`config.mk`:
```
export PLATFORM = sky130hd
export DESIGN_NAME = serial_vector_collector_flat
export DESIGN_NICKNAME = d
export VERILOG_FILES = /design/src/rtl/serial_vector_collector_if.sv /design/src/rtl/serial_vector_collector.sv /design/src/flat_wrapper.sv
export SDC_FILE = /design/constraint.sdc
export NUM_CORES = 1
export LEC_CHECK = 0
export CORE_ASPECT_RATIO = 1.1
export CORE_MARGIN = 2
export CORE_UTILIZATION = 45
export DETAILED_ROUTE_END_ITERATION = 10
export PLACE_DENSITY = 0.7
export SYNTH_ARGS = -nofsm -noshare
export SYNTH_HDL_FRONTEND = slang
export SYNTH_SLANG_ARGS = --single-unit
```
`constraint.sdc`:
```
create_clock -name clk -period 1.8 [get_ports clk]
set_input_delay 0.45 -clock clk [delete_from_list [all_inputs] [get_ports clk]]
set_output_delay 0.45 -clock clk [all_outputs]
set_load 0.01 [all_outputs]
```
`src/rtl/serial_vector_collector_if.sv`:
```
// Handshake bundle between a serial bit source / word consumer and the collector.
// Optional parity_err member exists only when PARITY_EN is defined.
interface serial_vector_collector_if #(
   parameter int unsigned WIDTH = 8
);
   logic             ser_in;
   logic             ser_valid;
   logic             ser_ready;
   logic             clear;
   logic [WIDTH-1:0] out_vector;
   logic             out_valid;
   logic             out_ready;
   logic [4:0]       bit_count;
`ifdef PARITY_EN
   logic             parity_err;
`endif

   // Collector side
   modport slave (
      input  ser_in,
      input  ser_valid,
      input  clear,
      input  out_ready,
      output ser_ready,
      output out_vector,
      output out_valid,
`ifdef PARITY_EN
      output parity_err,
`endif
      output bit_count
   );

   // Bit source and word consumer side
   modport master (
      output ser_in,
      output ser_valid,
      output clear,
      output out_ready,
      input  ser_ready,
      input  out_vector,
      input  out_valid,
`ifdef PARITY_EN
      input  parity_err,
`endif
      input  bit_count
   );
endinterface

```
`src/rtl/serial_vector_collector.sv`:
```
// Serial-to-parallel collector: MSB-first bit assembly feeding a one-entry holding register.
// Define PARITY_EN to append an even-parity bit to each frame and report parity_err.
module serial_vector_collector #(
   parameter int unsigned WIDTH = 8
) (
   input logic                     clk,
   input logic                     rst_n,
   serial_vector_collector_if.slave svc_if
);

`ifdef PARITY_EN
   localparam int unsigned FRAME = WIDTH + 1;
`else
   localparam int unsigned FRAME = WIDTH;
`endif
   localparam int unsigned CNT_W = (FRAME > 32) ? 6 : 5;

   typedef enum logic {
      ST_EMPTY = 1'b0,
      ST_FULL  = 1'b1
   } state_e;

   state_e           state_q, state_d;
   logic [CNT_W-1:0] cnt_q, cnt_d;
   logic [WIDTH-1:0] shift_q, shift_d;
   logic [WIDTH-1:0] vec_q, vec_d;
   logic [WIDTH-1:0] word;
   logic             last_bit;
   logic             ser_ready;
   logic             accept;
   logic             word_done;
`ifdef PARITY_EN
   logic             perr_q, perr_d;
   logic             perr_calc;
`endif

   // Stall only the word-completing bit, and only while the held word cannot drain
   assign last_bit  = (cnt_q == CNT_W'(FRAME - 1));
   assign ser_ready = !(last_bit && (state_q == ST_FULL) && !svc_if.out_ready);
   assign accept    = svc_if.ser_valid && ser_ready;
   assign word_done = accept && last_bit && !svc_if.clear;

`ifdef PARITY_EN
   // Parity bit is the frame tail; data bits are already in the shift register
   assign word      = shift_q;
   assign perr_calc = (^shift_q) ^ svc_if.ser_in;
`else
   assign word      = {shift_q[WIDTH-2:0], svc_if.ser_in};
`endif

   always_ff @(posedge clk or negedge rst_n) begin
      if (!rst_n) begin
         state_q <= ST_EMPTY;
         cnt_q   <= '0;
         shift_q <= '0;
         vec_q   <= '0;
`ifdef PARITY_EN
         perr_q  <= 1'b0;
`endif
      end else begin
         state_q <= state_d;
         cnt_q   <= cnt_d;
         shift_q <= shift_d;
         vec_q   <= vec_d;
`ifdef PARITY_EN
         perr_q  <= perr_d;
`endif
      end
   end

   always_comb begin
      state_d = state_q;
      cnt_d   = cnt_q;
      shift_d = shift_q;
      vec_d   = vec_q;
`ifdef PARITY_EN
      perr_d  = perr_q;
`endif

      // Bit collection; clear discards any bit offered alongside it
      if (svc_if.clear) begin
         cnt_d   = '0;
         shift_d = '0;
      end else if (accept) begin
         cnt_d = last_bit ? '0 : cnt_q + CNT_W'(1);
         if (cnt_q < CNT_W'(WIDTH)) begin
            shift_d = {shift_q[WIDTH-2:0], svc_if.ser_in};
         end
      end

      case (state_q)
         ST_EMPTY: begin
            if (word_done) begin
               state_d = ST_FULL;
            end
         end
         ST_FULL: begin
            if (!word_done && svc_if.out_ready) begin
               state_d = ST_EMPTY;
`ifdef PARITY_EN
               perr_d  = 1'b0;
`endif
            end
         end
         default: state_d = ST_EMPTY;
      endcase

      // A completing word loads the holding register, replacing a draining one
      if (word_done) begin
         vec_d  = word;
`ifdef PARITY_EN
         perr_d = perr_calc;
`endif
      end
   end

   assign svc_if.ser_ready  = ser_ready;
   assign svc_if.out_vector = vec_q;
   assign svc_if.out_valid  = (state_q == ST_FULL);
   assign svc_if.bit_count  = 5'(cnt_q);
`ifdef PARITY_EN
   assign svc_if.parity_err = perr_q;
`endif

endmodule

```
`src/flat_wrapper.sv`:
```
// flat-port wrapper written by rule: the top's interface ports become plain ports
module serial_vector_collector_flat 
#(
   parameter int unsigned WIDTH = 8
)
  (clk, rst_n, svc_if_ser_in, svc_if_ser_valid, svc_if_clear, svc_if_out_ready, svc_if_ser_ready, svc_if_out_vector, svc_if_out_valid, svc_if_bit_count);
  serial_vector_collector_if #(.WIDTH(WIDTH)) svc_if_i ();
  input logic clk;
  input logic rst_n;
  input wire logic [$bits(svc_if_i.ser_in)-1:0] svc_if_ser_in;
  input wire logic [$bits(svc_if_i.ser_valid)-1:0] svc_if_ser_valid;
  input wire logic [$bits(svc_if_i.clear)-1:0] svc_if_clear;
  input wire logic [$bits(svc_if_i.out_ready)-1:0] svc_if_out_ready;
  output wire logic [$bits(svc_if_i.ser_ready)-1:0] svc_if_ser_ready;
  output wire logic [$bits(svc_if_i.out_vector)-1:0] svc_if_out_vector;
  output wire logic [$bits(svc_if_i.out_valid)-1:0] svc_if_out_valid;
  output wire logic [$bits(svc_if_i.bit_count)-1:0] svc_if_bit_count;
  assign svc_if_i.ser_in = svc_if_ser_in;
  assign svc_if_i.ser_valid = svc_if_ser_valid;
  assign svc_if_i.clear = svc_if_clear;
  assign svc_if_i.out_ready = svc_if_out_ready;
  assign svc_if_ser_ready = svc_if_i.ser_ready;
  assign svc_if_out_vector = svc_if_i.out_vector;
  assign svc_if_out_valid = svc_if_i.out_valid;
  assign svc_if_bit_count = svc_if_i.bit_count;
  serial_vector_collector #(.WIDTH(WIDTH)) u_core (.clk(clk), .rst_n(rst_n), .svc_if(svc_if_i));
endmodule
```
* Word level (Yosys, flattened, before mapping)
Cells that the tools add are included.
Storage, ports and cells: output and inout bits 15, logic and storage cells 30, flip-flop bits (word level) 21
Cells by class: equality and inequality tests 1, mux-type cells 9, $lt $le $gt $ge 1, bitwise operators 1, reduce and logical (&&, ||, !) cells 13, add/subtract/negate cells 1
Operators by type and width (count):
- 2-to-1 mux 7 bit | 3
- 2-to-1 mux 5 bit | 3
- logical AND 1 bit | 6
- adder 5 x 1 -> 5 bit, second input constant | 1
- equality test 5 x 3 -> 1 bit, second input constant | 1
- less-than comparator 5 x 4 -> 1 bit, second input constant | 1
- logical NOT 1 bit | 4
- nonzero test 2 bit | 2
- 2-to-1 mux 1 bit | 2
- case mux 1 bit (2 select lines) | 1
- AND reduction 2 bit | 1
- inverter 1 bit | 1

* Longest topological paths before layout
Gate-level depths: netlist of the first run.
depth after elaboration 11, mapped depth 5, gate-level depth less buffers 4

* Worst setup path after synthesis of the first run
OpenSTA, ideal clock, no wires.
kind reg-to-output, start point register u_core.cnt_q[0] (netlist: u_core.svc_if.bit_count[0]), end point output port svc_if_ser_ready, path slack 0.164 ns, data arrival time 1.186 ns, required time 1.350 ns, stages on the path, launching flop included 5, path through dfrtp_1 > ha_1 > and4bb_1 > buf_6 > nand2_1
Between the ends: longest elaborated chain between the ends 4
Ends and longest elaborated chain:
- from (decl) | line serial_vector_collector.sv:24 | logic [CNT_W-1:0] cnt_q, cnt_d;
- from (signal assigned) | line serial_vector_collector.sv:62 | cnt_q <= cnt_d;
- equality test 5 x 3 -> 1 bit | line serial_vector_collector.sv:38 | assign last_bit = (cnt_q == CNT_W'(FRAME - 1));
- logical AND 1 bit (2 in a row) | line serial_vector_collector.sv:39 | assign ser_ready = !(last_bit && (state_q == ST_FULL) && !svc_if.out_ready);
- logical NOT 1 bit | line serial_vector_collector.sv:39
- to (decl) | line flat_wrapper.sv:14 | output wire logic [$bits(svc_if_i.ser_ready)-1:0] svc_if_ser_ready;
Every way passes these cells.

* Worst setup path in the final report of the first run
Same ends and word-level chain as after synthesis.

==> results by group, run 1 <==
Route
  • Routed Antenna Nets: 0
  • First DRT Iteration DRCs: 5
  • Vias per Instance: 5.20
  • # DRC: 0
  • DR pass1 iterations: 4
  • Vias: 728
  • DR WL/cell: 13.6 µm
  • DRT Wirelength: 1910 µm

Floorplanning
  • Die ar.: 2590 µm²
  • Chip width: 48.7 µm
  • Std cell rows: 17
  • Die Y: 53.2 µm
  • I/O pins: 21
  • Starting Density: 48.5%
  • Core Footprint: 2040 µm²

CTS
  • Post-CTS Hold Fix Bufs: 0
  • Clock slew at reported path FFs: 0.13 ns
  • Clk root buf: clkbuf_4
  • CTS tree: done
  • Worst-Skew Late Latency: 0.31 ns
  • CTS buffer count: 3
  • Number of H-tree levels: 1
  • Clock net sink count: 21
  • Clock tree buffer depth: 2

STA
  • RSZ-0062 raised after global routing: yes
  • Smallest hold slack: 0.470 ns
  • Tcrit/Tclk final: 99.7%
  • F_max: 0.557 GHz
  • Minimum clock period: 1.79 ns
  • Hold Violations, Final: 0
  • Setup Viol. Count Final: 0
  • Clock skew: 0.00520 ns
  • Final Max Tran Viols: 0
  • Slew HR: 81.7%
  • Fin Setup TNS: 0 ns
  • Worst slew pin tran: 0.274 ns

Worst setup path
  • Setup CP Type: register to primary output
  • Critical Path Max Stage Delay: 0.40 ns
  • CP endpoint kind: primary output
  • Critical path required time: 1.35 ns
  • Cell Chain, Critical Path: ha_2 > and4bb_1 > nand2_1 > buf_2
  • Crit Path Max Fanout: 2
  • Worst EP arrival: 1.34 ns
  • CP startpoint kind: register
  • CP max stage cell: dfrtp_1

Layout
  • Nets: 120
  • Layout cells sized above 1: 28.6%
  • Fillers: 183
  • # diodes: 0
  • Area delta synth->final: 35.6%

Logic synthesis
  • Post-synth EDFFs: 0
  • Syn Nets: 85
  • Mapped Avg Cell Area: 12.7 µm²
  • Yosys reg bits: 21
  • Main synth FF type: dfrtp_1
  • Seq/Total Area, Yosys: 53.0%
  • Yosys cell types: 30
  • Cells after Synth: 78
  • FFs w/ async S/R, synth: 100%
  • Synth warn: 0
  • Mapped cell area: 991 µm²

Place
  • GP Congestion: 0.732
  • Dpl hpwl: 1410 µm
  • # port buffers: 20

Worst hold path
  • Worst hold path class: input port to async pin

Power and ir drop
  • Leakage: 0.000662 µW
  • Total power: 850 µW
  • Max IR drop VDD: 0.000474 V
  • PD cells: 632 nW/µm²

Job
  • Max cap viols: 0

Global routing
  • Total gr overflow: 0
  • Total GRT Usage: 16.6%
  • First-pass GRT wire length: 3240 µm
  • Pin count of the biggest net entering global routing: 22
  • Initial antenna violation count: 0
  • Vias in the first global route: 716

Run status
  • Status: complete, no violations
==> cell usage in the layout (no fill, tap or decap), types with 3 or more instances in the layout <==
| cell | count |
|---|---|
| mux2_2 | 7 |
| buf_4 | 12 |
| clkbuf_4 | 3 |
| nand2_1 | 5 |
| nand2b_1 | 8 |
| clkdlybuf4s50_1 | 15 |
| mux2i_1 | 7 |
| dfrtp_1 | 21 |
| nor2_1 | 3 |
==> worst max-delay path, delay by kind of cell, from the launching register on <==
kind / cells / cell delay, ns
fa+ha+maj: 1 / 0.19
flops: 1 / 0.40
simple gates: 2 / 0.31
buf+inv: 1 / 0.14
==> worst paths after layout <==
kind                                                    startpoint  depth (start not counted)                                       to  slack, ns
max                         u_core.svc_if.bit_count[0]$_DFFE_PN0P_                          4                         svc_if_ser_ready      0.005
min                                                          rst_n                          2  u_core.svc_if.out_vector[7]$_DFFE_PN0P_       0.47
max reg2reg                 u_core.svc_if.bit_count[0]$_DFFE_PN0P_                          5  u_core.svc_if.out_vector[6]$_DFFE_PN0P_       0.22
min reg2reg                u_core.svc_if.out_vector[3]$_DFFE_PN0P_                          1  u_core.svc_if.out_vector[3]$_DFFE_PN0P_       0.52
max in group asynchronous                                    rst_n                          2  u_core.svc_if.out_vector[0]$_DFFE_PN0P_       1.11
min in group clk           u_core.svc_if.out_vector[3]$_DFFE_PN0P_                          1  u_core.svc_if.out_vector[3]$_DFFE_PN0P_       0.52
==> power breakdown <==
group | internal [µW] | leakage [µW] | switching [µW]
Clock | 84.5 | 0.0000139 | 156
Sequential | 483 | 0.000290 | 6.64
Combinational | 63.8 | 0.000358 | 55.8
==> metrics by stage <==
stage               instances  util, %  instance area, µm²  setup WS, ns
finish                    140     65.8                1340       0.00521
CTS                       140     65.6                1340     -0.000366
global route              140     65.8                1340       -0.0578
floorplan                  78        -                 991         0.164
global placement          136     64.3                1310        -0.256
detailed placement        136     64.3                1310        -0.263
==> cell type report <==
| cell class | instances | area, µm² | area share, % |
|---|---|---|---|
| Tap cell | 28 | 35.0 | 2.61 |
| Timing Repair Buffer | 33 | 308 | 22.9 |
| Sequential cell | 21 | 526 | 39.1 |
| Multi-Input combinational cell | 53 | 442 | 32.9 |
| Clock buffer | 3 | 22.5 | 1.68 |
| Clock inverter | 1 | 7.51 | 0.559 |
| Inverter | 1 | 3.75 | 0.279 |
==> synth_stat cells (all sizes together), types with 2 or more instances <==
master  number  area (µm²)
nand2b       8        50.1
mux2         8        93.8
mux2i        7        70.1
nor2         3        11.3
nand2        5        18.8
nor2b        2        12.5
buf          2        18.8
dfrtp       21         526
a21oi        2        10.0
a31oi        2        27.5
nand4        2        12.5
==> cell families (layout without fill, tap and decap cells) <==
| family | count (synthesis) | in the layout | synth area share (%) |
|---|---|---|---|
| multiplexers | 15 | 15 | 16.5 |
| AO/OA/AOI/OAI | 8 | 8 | 7.20 |
| XOR/XNOR | 1 | 1 | 0.884 |
| flip-flops | 21 | 21 | 53.0 |
| buffers and inverters | 4 | 38 | 2.65 |
| adder cells (fa/ha/maj) | 1 | 1 | 1.26 |
| AND/OR/NAND/NOR | 28 | 28 | 18.4 |
==> flip-flops by register name, summed over array words and instances (netlist names) <==
register	flops
u_core.svc_if.out_vector	8
u_core.shift_q	7
u_core.svc_if.bit_count	5
u_core.svc_if.out_valid	1
==> routing by layer <==
metal	global-route usage, %	up-vias	routed length (µm)
met2	26.5	16	912
met4	7.14	0	17
li1	-	348	-
met1	21.5	362	905
met5	0	-	0
met3	4.24	2	71
==> repair_timing <==
item,4_1_cts,5_1_grt
endpoints found under the setup margin,3,3
setup buffers,0,0
resized for setup,7,2
pin swaps,2,0
Power figures use the tool's default switching activity.
==> run 2: changes to the inputs <==
--- a/config.mk
+++ b/config.mk
@@ -10,6 +10,7 @@
 export CORE_UTILIZATION = 45
 export DETAILED_ROUTE_END_ITERATION = 10
 export PLACE_DENSITY = 0.7
+export SETUP_SLACK_MARGIN = 0.2
 export SYNTH_ARGS = -nofsm -noshare
 export SYNTH_HDL_FRONTEND = slang
 export SYNTH_SLANG_ARGS = --single-unit
==> run 2 against run 1 <==
Effect of this change: power down 1.1%; die area unchanged; worst setup slack better by 0.012 ns; clock skew down 0.0017 ns; largest cell class unchanged; largest power group unchanged.
==> results by group, run 2 (same netlist as run 1, synthesis figures left out) <==
Run status
  • Status: complete, no violations

Floorplanning
  • Die Y: 53.2 µm
  • Std cell rows: 17
  • Core Footprint: 2040 µm²
  • I/O pins: 21
  • Starting Density: 48.5%
  • Die ar.: 2590 µm²
  • Chip width: 48.7 µm

Power and ir drop
  • PD cells: 606 nW/µm²
  • Net Sw Frac: 24.9%
  • Clock power share: 27.4%
  • Share of power burned in registers: 58.1%
  • Switching pwr: 209 µW
  • Total power: 840 µW
  • Internal power: 631 µW
  • Comb pwr share: 14.4%
  • Max IR drop VDD: 0.000508 V
  • Leakage: 0.000722 µW

Route
  • First DRT Iteration DRCs: 15
  • # DRC: 0
  • DR pass1 iterations: 4
  • Vias per Instance: 5.15
  • DR WL/cell: 13.7 µm
  • DRT Wirelength: 1950 µm
  • Routed Antenna Nets: 0
  • Vias: 731

Place
  • Dpl cells: 137
  • Placed cell area: 1320 µm²
  • Dpl hpwl: 1360 µm
  • Pre-CTS WS: -0.250 ns
  • # port buffers: 20
  • GP Congestion: 0.812

STA
  • Worst slew pin tran: 0.266 ns
  • Minimum clock period: 1.78 ns
  • Smallest hold slack: 0.484 ns
  • F_max: 0.561 GHz
  • Hold Violations, Final: 0
  • Tcrit/Tclk final: 99.1%
  • Clock skew: 0.00355 ns
  • Final Max Tran Viols: 0
  • Setup Viol. Count Final: 0
  • RSZ-0062 raised after global routing: yes
  • Slew HR: 82.2%
  • Worst setup margin: 0.0170 ns

Layout
  • Non-filler instance count after layout: 142
  • # diodes: 0
  • Commonest non-fill, non-tap cell in the layout: dfrtp_1
  • Fillers: 165
  • Layout cells sized above 1: 32.5%
  • Nets: 122
  • Final instance area: 1390 µm²
  • Commonest non-fill, non-tap cells in the layout: dfrtp_1, buf_4, dlygate4sd2_1
  • Max reg flops: 8
  • Area delta synth->final: 40.0%

Job
  • Max cap viols: 0

CTS
  • CTS buffer count: 3
  • Clock slew at reported path FFs: 0.12 ns
  • CTS tree: done
  • Clock net sink count: 21
  • Number of H-tree levels: 1
  • Worst-Skew Late Latency: 0.30 ns
  • Clock tree buffer depth: 2
  • Clk root buf: clkbuf_4

Worst setup path
  • Critical path required time: 1.35 ns
  • CP startpoint kind: register
  • Crit Path Max Fanout: 2
  • CP endpoint kind: primary output
  • Worst EP arrival: 1.33 ns
  • Setup CP Type: register to primary output
  • R2r setup slk: 0.16 ns

Global routing
  • Pin count of the biggest net entering global routing: 22
  • First-pass GRT wire length: 3220 µm
  • Vias in the first global route: 751
  • Initial antenna violation count: 0
  • Total GRT Usage: 16.3%
  • Total gr overflow: 0

Worst hold path
  • Worst hold path class: input port to async pin
[run 2: cell types whose count changed in the layout (fill, tap and decap cells not counted), moves of 4 or more]
cell,previous run,this run
dlygate4sd2_1,2,10
mux2_2,7,0
mux2_4,1,8
clkdlybuf4s15_1,0,4
clkdlybuf4s50_1,15,4
[run 2: worst paths after layout]
kind / from / to / cells after the start
worst max-delay path: u_core.svc_if.bit_count[0]$_DFFE_PN0P_ / svc_if_ser_ready / 4
worst min-delay path: rst_n / u_core.svc_if.out_vector[6]$_DFFE_PN0P_ / 2
worst max register to register: u_core.svc_if.bit_count[0]$_DFFE_PN0P_ / u_core.svc_if.bit_count[3]$_DFFE_PN0P_ / 6
worst min register to register: u_core.svc_if.out_vector[0]$_DFFE_PN0P_ / u_core.svc_if.out_vector[0]$_DFFE_PN0P_ / 1
max in group asynchronous: rst_n / u_core.svc_if.out_vector[4]$_DFFE_PN0P_ / 2
min in group clk: u_core.svc_if.out_vector[0]$_DFFE_PN0P_ / u_core.svc_if.out_vector[0]$_DFFE_PN0P_ / 1
[run 2: per-stage QoR]
stage | util (%) | TNS [ns]
4_1_cts | 65.3 | 0
3_3_place_gp | 64.8 | -1.55
5_1_grt | 68.0 | -0.0494
6_report | 68.0 | 0
3_5_place_dp | 64.8 | -1.54
2_1_floorplan | - | 0
[run 2: layer usage]
layer,share of wire (%),track usage [%]
met5,0,0
met4,0.82,7.62
met3,4.8,2.82
met2,46,26.5
met1,48,21.5
[run 2: worst max-delay path, cell delays in order, from the launching register on]
cell	delay (ns)
dfrtp_1	0.40
ha_2	0.19
and4bb_1	0.21
nand2_1	0.10
buf_2	0.14
[run 2: cell type report]
class,instances,area (µm²),share of cell area (%)
Clock buffer,3,22.5,1.62
Clock inverter,1,7.51,0.541
Inverter,1,3.75,0.271
Multi-Input combinational cell,53,479,34.5
Sequential cell,21,526,37.9
Tap cell,28,35.0,2.52
Timing Repair Buffer,35,314,22.6
[run 2: power groups by stage]
| stage | sequential [µW] | combinational [µW] | clock, µW |
|---|---|---|---|
| final | 489 | 121 | 230 |
| after floorplan | 507 | 44.7 | 0 |
| after global routing | 490 | 135 | 259 |
| after CTS | 489 | 120 | 241 |
| after global placement | 497 | 122 | 0 |
| after detailed placement | 498 | 125 | 0 |
[run 2: what timing repair did]
item | CTS | global route
pin swaps | 0 | 4
setup buffers | 0 | 1
resized for setup | 19 | 15
hold buffers | 0 | 0
setup endpoints to repair | 16 | 18
